[src/rtl/sm83_pkg.sv]
// rtl/sm83_pkg.sv - shared types for the SM83 M-cycle bus engine
// Contents:
//   mem_op_t    : MEM_NONE / MEM_READ / MEM_WRITE bus operation of one M-cycle
//   idu_op_t    : IDU_INC / IDU_DEC / IDU_NONE address adjust
//   eng_state_t : IDLE / ACTIVE engine state
package sm83_pkg;

  typedef enum logic [1:0] {
    MEM_NONE  = 2'd0,
    MEM_READ  = 2'd1,
    MEM_WRITE = 2'd2
  } mem_op_t;

  typedef enum logic [1:0] {
    IDU_INC  = 2'd0,
    IDU_DEC  = 2'd1,
    IDU_NONE = 2'd2
  } idu_op_t;

  typedef enum logic {
    IDLE   = 1'b0,
    ACTIVE = 1'b1
  } eng_state_t;

endpackage

[src/rtl/sm83_mcycle_engine_if.sv]
// rtl/sm83_mcycle_engine_if.sv - request/response/memory bundle of the M-cycle engine
// Signals:
//   req_valid/req_ready/req_op/req_addr/req_wdata/req_idu : request from the sequencer
//   rsp_valid/rsp_rdata/rsp_idu_addr/rsp_err              : M-cycle completion
//   mem_addr/mem_wdata/mem_rd/mem_wr/mem_rdata/mem_ready  : memory bus
//   tstate                                                : current T-state index
// Modports: slave = engine, master = sequencer plus memory side.
interface sm83_mcycle_engine_if #(
  parameter int ADDR_W = 16,
  parameter int DATA_W = 8,
  parameter int TS_W   = 2
);
  import sm83_pkg::*;

  logic              req_valid;
  logic              req_ready;
  mem_op_t           req_op;
  logic [ADDR_W-1:0] req_addr;
  logic [DATA_W-1:0] req_wdata;
  idu_op_t           req_idu;

  logic              rsp_valid;
  logic [DATA_W-1:0] rsp_rdata;
  logic [ADDR_W-1:0] rsp_idu_addr;
  logic              rsp_err;

  logic [ADDR_W-1:0] mem_addr;
  logic [DATA_W-1:0] mem_wdata;
  logic              mem_rd;
  logic              mem_wr;
  logic [DATA_W-1:0] mem_rdata;
  logic              mem_ready;

  logic [TS_W-1:0]   tstate;

  modport slave (
    input  req_valid, req_op, req_addr, req_wdata, req_idu, mem_rdata, mem_ready,
    output req_ready, rsp_valid, rsp_rdata, rsp_idu_addr, rsp_err,
           mem_addr, mem_wdata, mem_rd, mem_wr, tstate
  );

  modport master (
    output req_valid, req_op, req_addr, req_wdata, req_idu, mem_rdata, mem_ready,
    input  req_ready, rsp_valid, rsp_rdata, rsp_idu_addr, rsp_err,
           mem_addr, mem_wdata, mem_rd, mem_wr, tstate
  );

endinterface

[src/rtl/sm83_idu.sv]
// rtl/sm83_idu.sv - combinational increment/decrement unit
// Ports:
//   op     in  idu_op_t  IDU_INC / IDU_DEC / IDU_NONE
//   addr   in  ADDR_W    input address
//   result out ADDR_W    addr +1 / -1 / +0, modulo 2^ADDR_W
module sm83_idu
  import sm83_pkg::*;
#(
  parameter int ADDR_W = 16
) (
  input  idu_op_t           op,
  input  logic [ADDR_W-1:0] addr,
  output logic [ADDR_W-1:0] result
);

  always_comb begin
    result = addr;
    case (op)
      IDU_INC: result = addr + 1'b1;
      IDU_DEC: result = addr - 1'b1;
      default: result = addr;
    endcase
  end

endmodule

[src/rtl/sm83_mcycle_engine.sv]
// rtl/sm83_mcycle_engine.sv - one memory M-cycle of T_PER_M T-states per accepted request
// Ports:
//   clk    in  clock, all logic on posedge
//   rst_n  in  synchronous active-low reset
//   bus    sm83_mcycle_engine_if.slave (request, response, memory bus, tstate)
// Optional feature: SM83_WAIT_TIMEOUT_EN aborts a cycle after MAX_WAIT wait states
// with rsp_err=1 and rsp_rdata all ones; undefined, waits are unbounded.
module sm83_mcycle_engine
  import sm83_pkg::*;
#(
  parameter int ADDR_W   = 16,
  parameter int DATA_W   = 8,
  parameter int T_PER_M  = 4,
  parameter int MAX_WAIT = 15
) (
  input logic                 clk,
  input logic                 rst_n,
  sm83_mcycle_engine_if.slave bus
);

  localparam int              TS_W   = $clog2(T_PER_M);
  localparam logic [TS_W-1:0] T_LAST = TS_W'(T_PER_M - 1);

  eng_state_t        state;
  logic [TS_W-1:0]   tstate;
  mem_op_t           op_q;
  idu_op_t           idu_q;
  logic [ADDR_W-1:0] addr_q;
  logic [DATA_W-1:0] wdata_q;
  logic [DATA_W-1:0] rdata_q;
  logic [ADDR_W-1:0] idu_rsp_q;
  logic              rd_q;
  logic              wr_q;
  logic              rsp_valid_q;
  logic              rsp_err_q;

  logic [ADDR_W-1:0] idu_addr;
  logic              final_t;
  logic              timeout;
  logic              done;
  logic              req_ready;
  logic              accept;

  sm83_idu #(.ADDR_W(ADDR_W)) u_idu (
    .op     (idu_q),
    .addr   (addr_q),
    .result (idu_addr)
  );

  assign final_t = (state == ACTIVE) && (tstate == T_LAST);

`ifdef SM83_WAIT_TIMEOUT_EN
  localparam int WC_W = $clog2(MAX_WAIT + 1);
  logic [WC_W-1:0] wait_cnt;
  // wait_cnt already holds MAX_WAIT stalled clocks: this clock aborts instead of stalling again.
  assign timeout = (op_q != MEM_NONE) && !bus.mem_ready && (wait_cnt == WC_W'(MAX_WAIT));
`else
  // MAX_WAIT is a non-negative count, so this is constant false: no abort path.
  assign timeout = (MAX_WAIT < 0);
`endif

  // MEM_NONE never looks at mem_ready and always finishes in T_PER_M clocks.
  assign done      = final_t && ((op_q == MEM_NONE) || bus.mem_ready || timeout);
  // Ready in the completing final T-state gives back-to-back cycles with no bubble.
  assign req_ready = (state == IDLE) || done;
  assign accept    = bus.req_valid && req_ready;

  always_ff @(posedge clk) begin
    if (!rst_n) begin
      state       <= IDLE;
      tstate      <= '0;
      op_q        <= MEM_NONE;
      idu_q       <= IDU_NONE;
      addr_q      <= '0;
      wdata_q     <= '0;
      rdata_q     <= '0;
      idu_rsp_q   <= '0;
      rd_q        <= 1'b0;
      wr_q        <= 1'b0;
      rsp_valid_q <= 1'b0;
      rsp_err_q   <= 1'b0;
`ifdef SM83_WAIT_TIMEOUT_EN
      wait_cnt    <= '0;
`endif
    end else begin
      rsp_valid_q <= 1'b0;
      rsp_err_q   <= 1'b0;
      if (state == ACTIVE) begin
        if (tstate != T_LAST) begin
          tstate <= tstate + 1'b1;
          rd_q   <= (op_q == MEM_READ);
          wr_q   <= (op_q == MEM_WRITE);
        end else if (done) begin
          rsp_valid_q <= 1'b1;
          rsp_err_q   <= timeout;
          idu_rsp_q   <= idu_addr;
          if (timeout) begin
            rdata_q <= '1;
          end else if (op_q == MEM_READ) begin
            rdata_q <= bus.mem_rdata;
          end
          rd_q   <= 1'b0;
          wr_q   <= 1'b0;
          state  <= IDLE;
          tstate <= '0;
        end
`ifdef SM83_WAIT_TIMEOUT_EN
        else begin
          wait_cnt <= wait_cnt + 1'b1;
        end
`endif
      end
      // Placed last so an accept in the completing final T-state overrides the return to IDLE.
      if (accept) begin
        state   <= ACTIVE;
        tstate  <= '0;
        op_q    <= bus.req_op;
        idu_q   <= bus.req_idu;
        addr_q  <= bus.req_addr;
        wdata_q <= bus.req_wdata;
        rd_q    <= 1'b0;
        wr_q    <= 1'b0;
`ifdef SM83_WAIT_TIMEOUT_EN
        wait_cnt <= '0;
`endif
      end
    end
  end

  assign bus.req_ready    = req_ready;
  assign bus.rsp_valid    = rsp_valid_q;
  assign bus.rsp_rdata    = rdata_q;
  assign bus.rsp_idu_addr = idu_rsp_q;
  assign bus.rsp_err      = rsp_err_q;
  assign bus.mem_addr     = addr_q;
  assign bus.mem_wdata    = wdata_q;
  assign bus.mem_rd       = rd_q;
  assign bus.mem_wr       = wr_q;
  assign bus.tstate       = tstate;

endmodule
[src/flat_wrapper.sv]
// flat-port wrapper written by rule: the top's interface ports become plain ports
module sm83_mcycle_engine_flat import sm83_pkg::*;
#(
  parameter int ADDR_W   = 16,
  parameter int DATA_W   = 8,
  parameter int T_PER_M  = 4,
  parameter int MAX_WAIT = 15
)
  (clk, rst_n, bus_req_valid, bus_req_op, bus_req_addr, bus_req_wdata, bus_req_idu, bus_mem_rdata, bus_mem_ready, bus_req_ready, bus_rsp_valid, bus_rsp_rdata, bus_rsp_idu_addr, bus_rsp_err, bus_mem_addr, bus_mem_wdata, bus_mem_rd, bus_mem_wr, bus_tstate);
  sm83_mcycle_engine_if #(.ADDR_W(ADDR_W), .DATA_W(DATA_W)) bus_i ();
  input logic clk;
  input logic rst_n;
  input wire logic [$bits(bus_i.req_valid)-1:0] bus_req_valid;
  input wire logic [$bits(bus_i.req_op)-1:0] bus_req_op;
  input wire logic [$bits(bus_i.req_addr)-1:0] bus_req_addr;
  input wire logic [$bits(bus_i.req_wdata)-1:0] bus_req_wdata;
  input wire logic [$bits(bus_i.req_idu)-1:0] bus_req_idu;
  input wire logic [$bits(bus_i.mem_rdata)-1:0] bus_mem_rdata;
  input wire logic [$bits(bus_i.mem_ready)-1:0] bus_mem_ready;
  output wire logic [$bits(bus_i.req_ready)-1:0] bus_req_ready;
  output wire logic [$bits(bus_i.rsp_valid)-1:0] bus_rsp_valid;
  output wire logic [$bits(bus_i.rsp_rdata)-1:0] bus_rsp_rdata;
  output wire logic [$bits(bus_i.rsp_idu_addr)-1:0] bus_rsp_idu_addr;
  output wire logic [$bits(bus_i.rsp_err)-1:0] bus_rsp_err;
  output wire logic [$bits(bus_i.mem_addr)-1:0] bus_mem_addr;
  output wire logic [$bits(bus_i.mem_wdata)-1:0] bus_mem_wdata;
  output wire logic [$bits(bus_i.mem_rd)-1:0] bus_mem_rd;
  output wire logic [$bits(bus_i.mem_wr)-1:0] bus_mem_wr;
  output wire logic [$bits(bus_i.tstate)-1:0] bus_tstate;
  assign bus_i.req_valid = bus_req_valid;
  assign bus_i.req_op = bus_req_op;
  assign bus_i.req_addr = bus_req_addr;
  assign bus_i.req_wdata = bus_req_wdata;
  assign bus_i.req_idu = bus_req_idu;
  assign bus_i.mem_rdata = bus_mem_rdata;
  assign bus_i.mem_ready = bus_mem_ready;
  assign bus_req_ready = bus_i.req_ready;
  assign bus_rsp_valid = bus_i.rsp_valid;
  assign bus_rsp_rdata = bus_i.rsp_rdata;
  assign bus_rsp_idu_addr = bus_i.rsp_idu_addr;
  assign bus_rsp_err = bus_i.rsp_err;
  assign bus_mem_addr = bus_i.mem_addr;
  assign bus_mem_wdata = bus_i.mem_wdata;
  assign bus_mem_rd = bus_i.mem_rd;
  assign bus_mem_wr = bus_i.mem_wr;
  assign bus_tstate = bus_i.tstate;
  sm83_mcycle_engine #(.ADDR_W(ADDR_W), .DATA_W(DATA_W), .T_PER_M(T_PER_M), .MAX_WAIT(MAX_WAIT)) u_core (.clk(clk), .rst_n(rst_n), .bus(bus_i));
endmodule
[config.mk]
export PLATFORM = sky130hd
export DESIGN_NAME = sm83_mcycle_engine_flat
export DESIGN_NICKNAME = d
export VERILOG_FILES = /design/src/rtl/sm83_pkg.sv /design/src/rtl/sm83_mcycle_engine_if.sv /design/src/rtl/sm83_idu.sv /design/src/rtl/sm83_mcycle_engine.sv /design/src/flat_wrapper.sv
export SDC_FILE = /design/constraint.sdc
export NUM_CORES = 1
export LEC_CHECK = 0
export CORE_MARGIN = 10
export CORE_UTILIZATION = 46
export CTS_BUF_LIST = sky130_fd_sc_hd__clkbuf_16
export CTS_CLUSTER_DIAMETER = 40
export DETAILED_ROUTE_END_ITERATION = 10
export PLACE_DENSITY = 0.84
export SLEW_MARGIN = 20
export SYNTH_ARGS = -nofsm -noshare
export SYNTH_HDL_FRONTEND = slang
export SYNTH_SLANG_ARGS = --single-unit
[constraint.sdc]
create_clock -name clk -period 3.2 [get_ports clk]
set_clock_uncertainty 0.05 [all_clocks]
set_input_delay 0.32 -clock clk [delete_from_list [all_inputs] [get_ports clk]]
set_output_delay 0.32 -clock clk [all_outputs]
set_load 0.05 [all_outputs]
==> results.py <==
metrics = {
    "die": {
        "rows": 28,
        "dieArea_mm2": 0.009870,
        "coreArea_mm2": 0.006026,
        "io_pins": 95,
        "die_h_um": 99.35,
        "initial_utilization": 0.4807,
        "die_w_um": 99.35,
    },
    "yosys": {
        "synth_top_area_share": 0.4009,
        "syn_area_per_cell_um2": 7.724,
        "yosysTopAreaCell": "dfxtp_1",
        "ys_seq_area_frac": 0.4009,
        "dominantRegCellSynth": "dfxtp_1",
        "yosysWarnings": 0,
        "ys_top_cells_by_area": "dfxtp_1 40%, nand2_1 11%, a21oi_1 8.3%",
        "syn_inst": 375,
        "mappedNetlistArea_mm2": 0.002897,
        "yosys_register_bits": 58,
        "async_flop_share": 0,
        "synthesis.nets": 417,
        "yosysUniqueCellTypes": 53,
        "synth_edf_count": 0,
    },
    "placement": {
        "dp_slack_ns": 0.5568,
        "gp_congestion": 0.9343,
        "placed_cell_area_mm2": 0.003805,
        "numPortBuffers": 93,
        "dpl.hpwl_mm": 6.307,
    },
    "route": {
        "avgViaCountPerCell": 5.431,
        "drcViolationCount": 0,
        "wl_per_cell_um": 16.06,
        "dr.pass1.iters": 4,
        "wirelength_mm": 8.574,
        "vias": 2900,
        "drtIter0Drc": 196,
        "drtAntennaViolNets": 0,
    },
    "global_routing": {
        "grt.overflow.total": 0,
        "grt_pass1_wl_mm": 14.06,
        "grt_max_degree": 32,
        "grt_pass1_vias": 2809,
        "grt_use_total": 0.1708,
        "antenna_found_initial": 0,
    },
    "finish": {
        "nets": 497,
        "stdcell_area_mm2": 0.004081,
        "drive_above_1_share": 0.06318,
        "n_antenna_cell": 0,
        "seqCellArea_mm2": 0.001161,
        "syn2layout_area_growth_pct": 40.91,
        "final_cell_mix": "93 x clkdlybuf4s50_1, 88 x nand2_1, 58 x dfxtp_1",
        "multi_input_area_mm2": 0.001563,
        "final_common_cell": "clkdlybuf4s50_1",
        "n_fill_cell": 523,
    },
    "setup_path": {
        "critPathSlowestCell": "dfxtp_1",
        "cp_top_family": "simple AND/OR/NAND/NOR gates",
        "cp.arrival_ns": 2.83,
        "crit_required_ns": 3.39,
        "critPathMaxStageDelay_ns": 0.55,
        "rrSetupSlack_ns": 0.56,
        "cp_cell_sequence": "nand2b_1 > xnor2_1 > ha_1 > nand3_1 > or2_1 > a2111oi_0 > a41o_1 > nand4b_1 > o211ai_1",
        "cp_num_cells": 9,
        "critPathKind": "flip-flop to flip-flop",
        "startpoint_type": "flip-flop",
        "cp.buffers_inverters": 0,
        "ff2ff_path_depth": 9,
        "cp_max_fo": 12,
        "end_kind": "flip-flop",
    },
    "clock_network": {
        "clock_insertion_delay_worst_skew_ns": 0.32,
        "clk_path_buf_depth": 2,
        "numCtsBuffers": 9,
        "cts.htree.levels": 3,
        "clock_sink_count": 58,
        "post_cts_resized": 0,
        "post_cts_buffers": 0,
        "cts_tree": "built",
        "path_clk_slew_ns": 0.05,
        "hold_buffers": 0,
        "cts-root-buf": "clkbuf_16",
    },
    "timing": {
        "grt_setup_unrepaired": "no",
        "setup-tns-final_ns": 0,
        "period_share": 0.8247,
        "post-route-min-period_ns": 2.639,
        "setup_viol": 0,
        "finalWorstSetupSlack_ns": 0.5608,
        "maxSlewHeadroom": 0.5445,
        "tightest_slew_ns": 0.6819,
        "finalHoldViolCount": 0,
        "fmax_mhz": 378.9,
        "slew_violations": 0,
    },
    "power": {
        "power_density_mw_per_mm2": 479.9,
        "vdd_drop_max_mv": 0.3717,
        "leakage_nw": 1.433,
    },
    "min_path": {
        "hold_depth": 2,
        "hold_class": "flip-flop to flip-flop",
    },
    "flow_run": {
        "max-cap-violations": 0,
    },
    "outcome": {
        "status": "finished clean",
    },
}
stage by stage:
step | utilization | hold slack (ns) | cells | power, W
finish | 0.6773 | 0.4001 | 534 | 0.001958
global route | 0.6773 | 0.4268 | 534 | 0.002030
CTS | 0.6773 | 0.4032 | 534 | 0.001973
detailed placement | 0.6314 | 0.3964 | 519 | 0.001083
global placement | 0.6314 | 0.3910 | 519 | 0.001079
floorplan | - | 0.3874 | 375 | 0.0009709
worst register-to-register path, stage by stage, from the launching register on:
cell and delay, ns:
dfxtp_1 0.55, nand2b_1 0.23, xnor2_1 0.19, ha_1 0.29, nand3_1 0.16, or2_1 0.32
a2111oi_0 0.41, a41o_1 0.17, nand4b_1 0.10, o211ai_1 0.10
sequential cells by signal (all words and copies together) (netlist names):
name / flops
u_core.idu_q: 2
u_core.bus.mem_wdata: 8
u_core.bus.mem_wr: 1
u_core.bus.rsp_valid: 1
u_core.op_q: 2
u_core.bus.mem_addr: 16
u_core.bus.mem_rd: 1
u_core.bus.rsp_rdata: 8
u_core.bus.tstate: 2
u_core.state: 1
u_core.bus.rsp_idu_addr: 16
power breakdown:
part	switching, W	internal [W]
sequential	0.0000389	0.000747
combinational	0.000167	0.000116
clock	0.000304	0.000585
total	0.000511	0.00145
synth_stat cells (all sizes together) (3+ instances only):
master / instances
clkbuf: 11
xor2: 3
a21oi: 51
xnor2: 9
nor2: 28
nand2: 89
o21ai: 5
mux2i: 6
a211oi: 11
buf: 18
nand4: 6
and2: 4
nor2b: 5
nor3: 5
dfxtp: 58
or3: 7
inv: 5
nand3: 19
nor4: 4
or4: 3
path summary, 6_finish.rpt:
check,startpoint,endpoint
min reg2reg,u_core.bus.mem_wdata[1],u_core.bus.mem_wdata[1]
max,u_core.idu_q[0],u_core.bus.rsp_idu_addr[14]
min,u_core.bus.mem_wdata[1],u_core.bus.mem_wdata[1]
max reg2reg,u_core.idu_q[0],u_core.bus.rsp_idu_addr[14]
routing by layer:
metal | vias up | global-route usage | wire [um]
met5 | - | 0 | 0
met4 | 0 | 0.06615 | 168
met3 | 14 | 0.05813 | 746
met2 | 105 | 0.2745 | 4035
met1 | 1327 | 0.2050 | 3623
li1 | 1454 | - | -
layout make-up:
cell class / count / area share
Tap cell: 75 / 0.02299
Sequential cell: 58 / 0.2845
Multi-Input combinational cell: 283 / 0.3829
Inverter: 5 / 0.004598
Clock buffer: 9 / 0.05518
Clock inverter: 6 / 0.01257
Timing Repair Buffer: 98 / 0.2373
logic make-up after synthesis:
family | share of synthesized area
AOI/OAI and AO/OA | 0.1858
xor gates and xnor gates | 0.03629
adders and majority gates | 0.008638
buffers and inverters | 0.05961
DFF | 0.4009
muxes | 0.02074
other | 0.001295
and+or+nand+nor | 0.2868
Note: power is estimated with default switching activity, not from simulation.
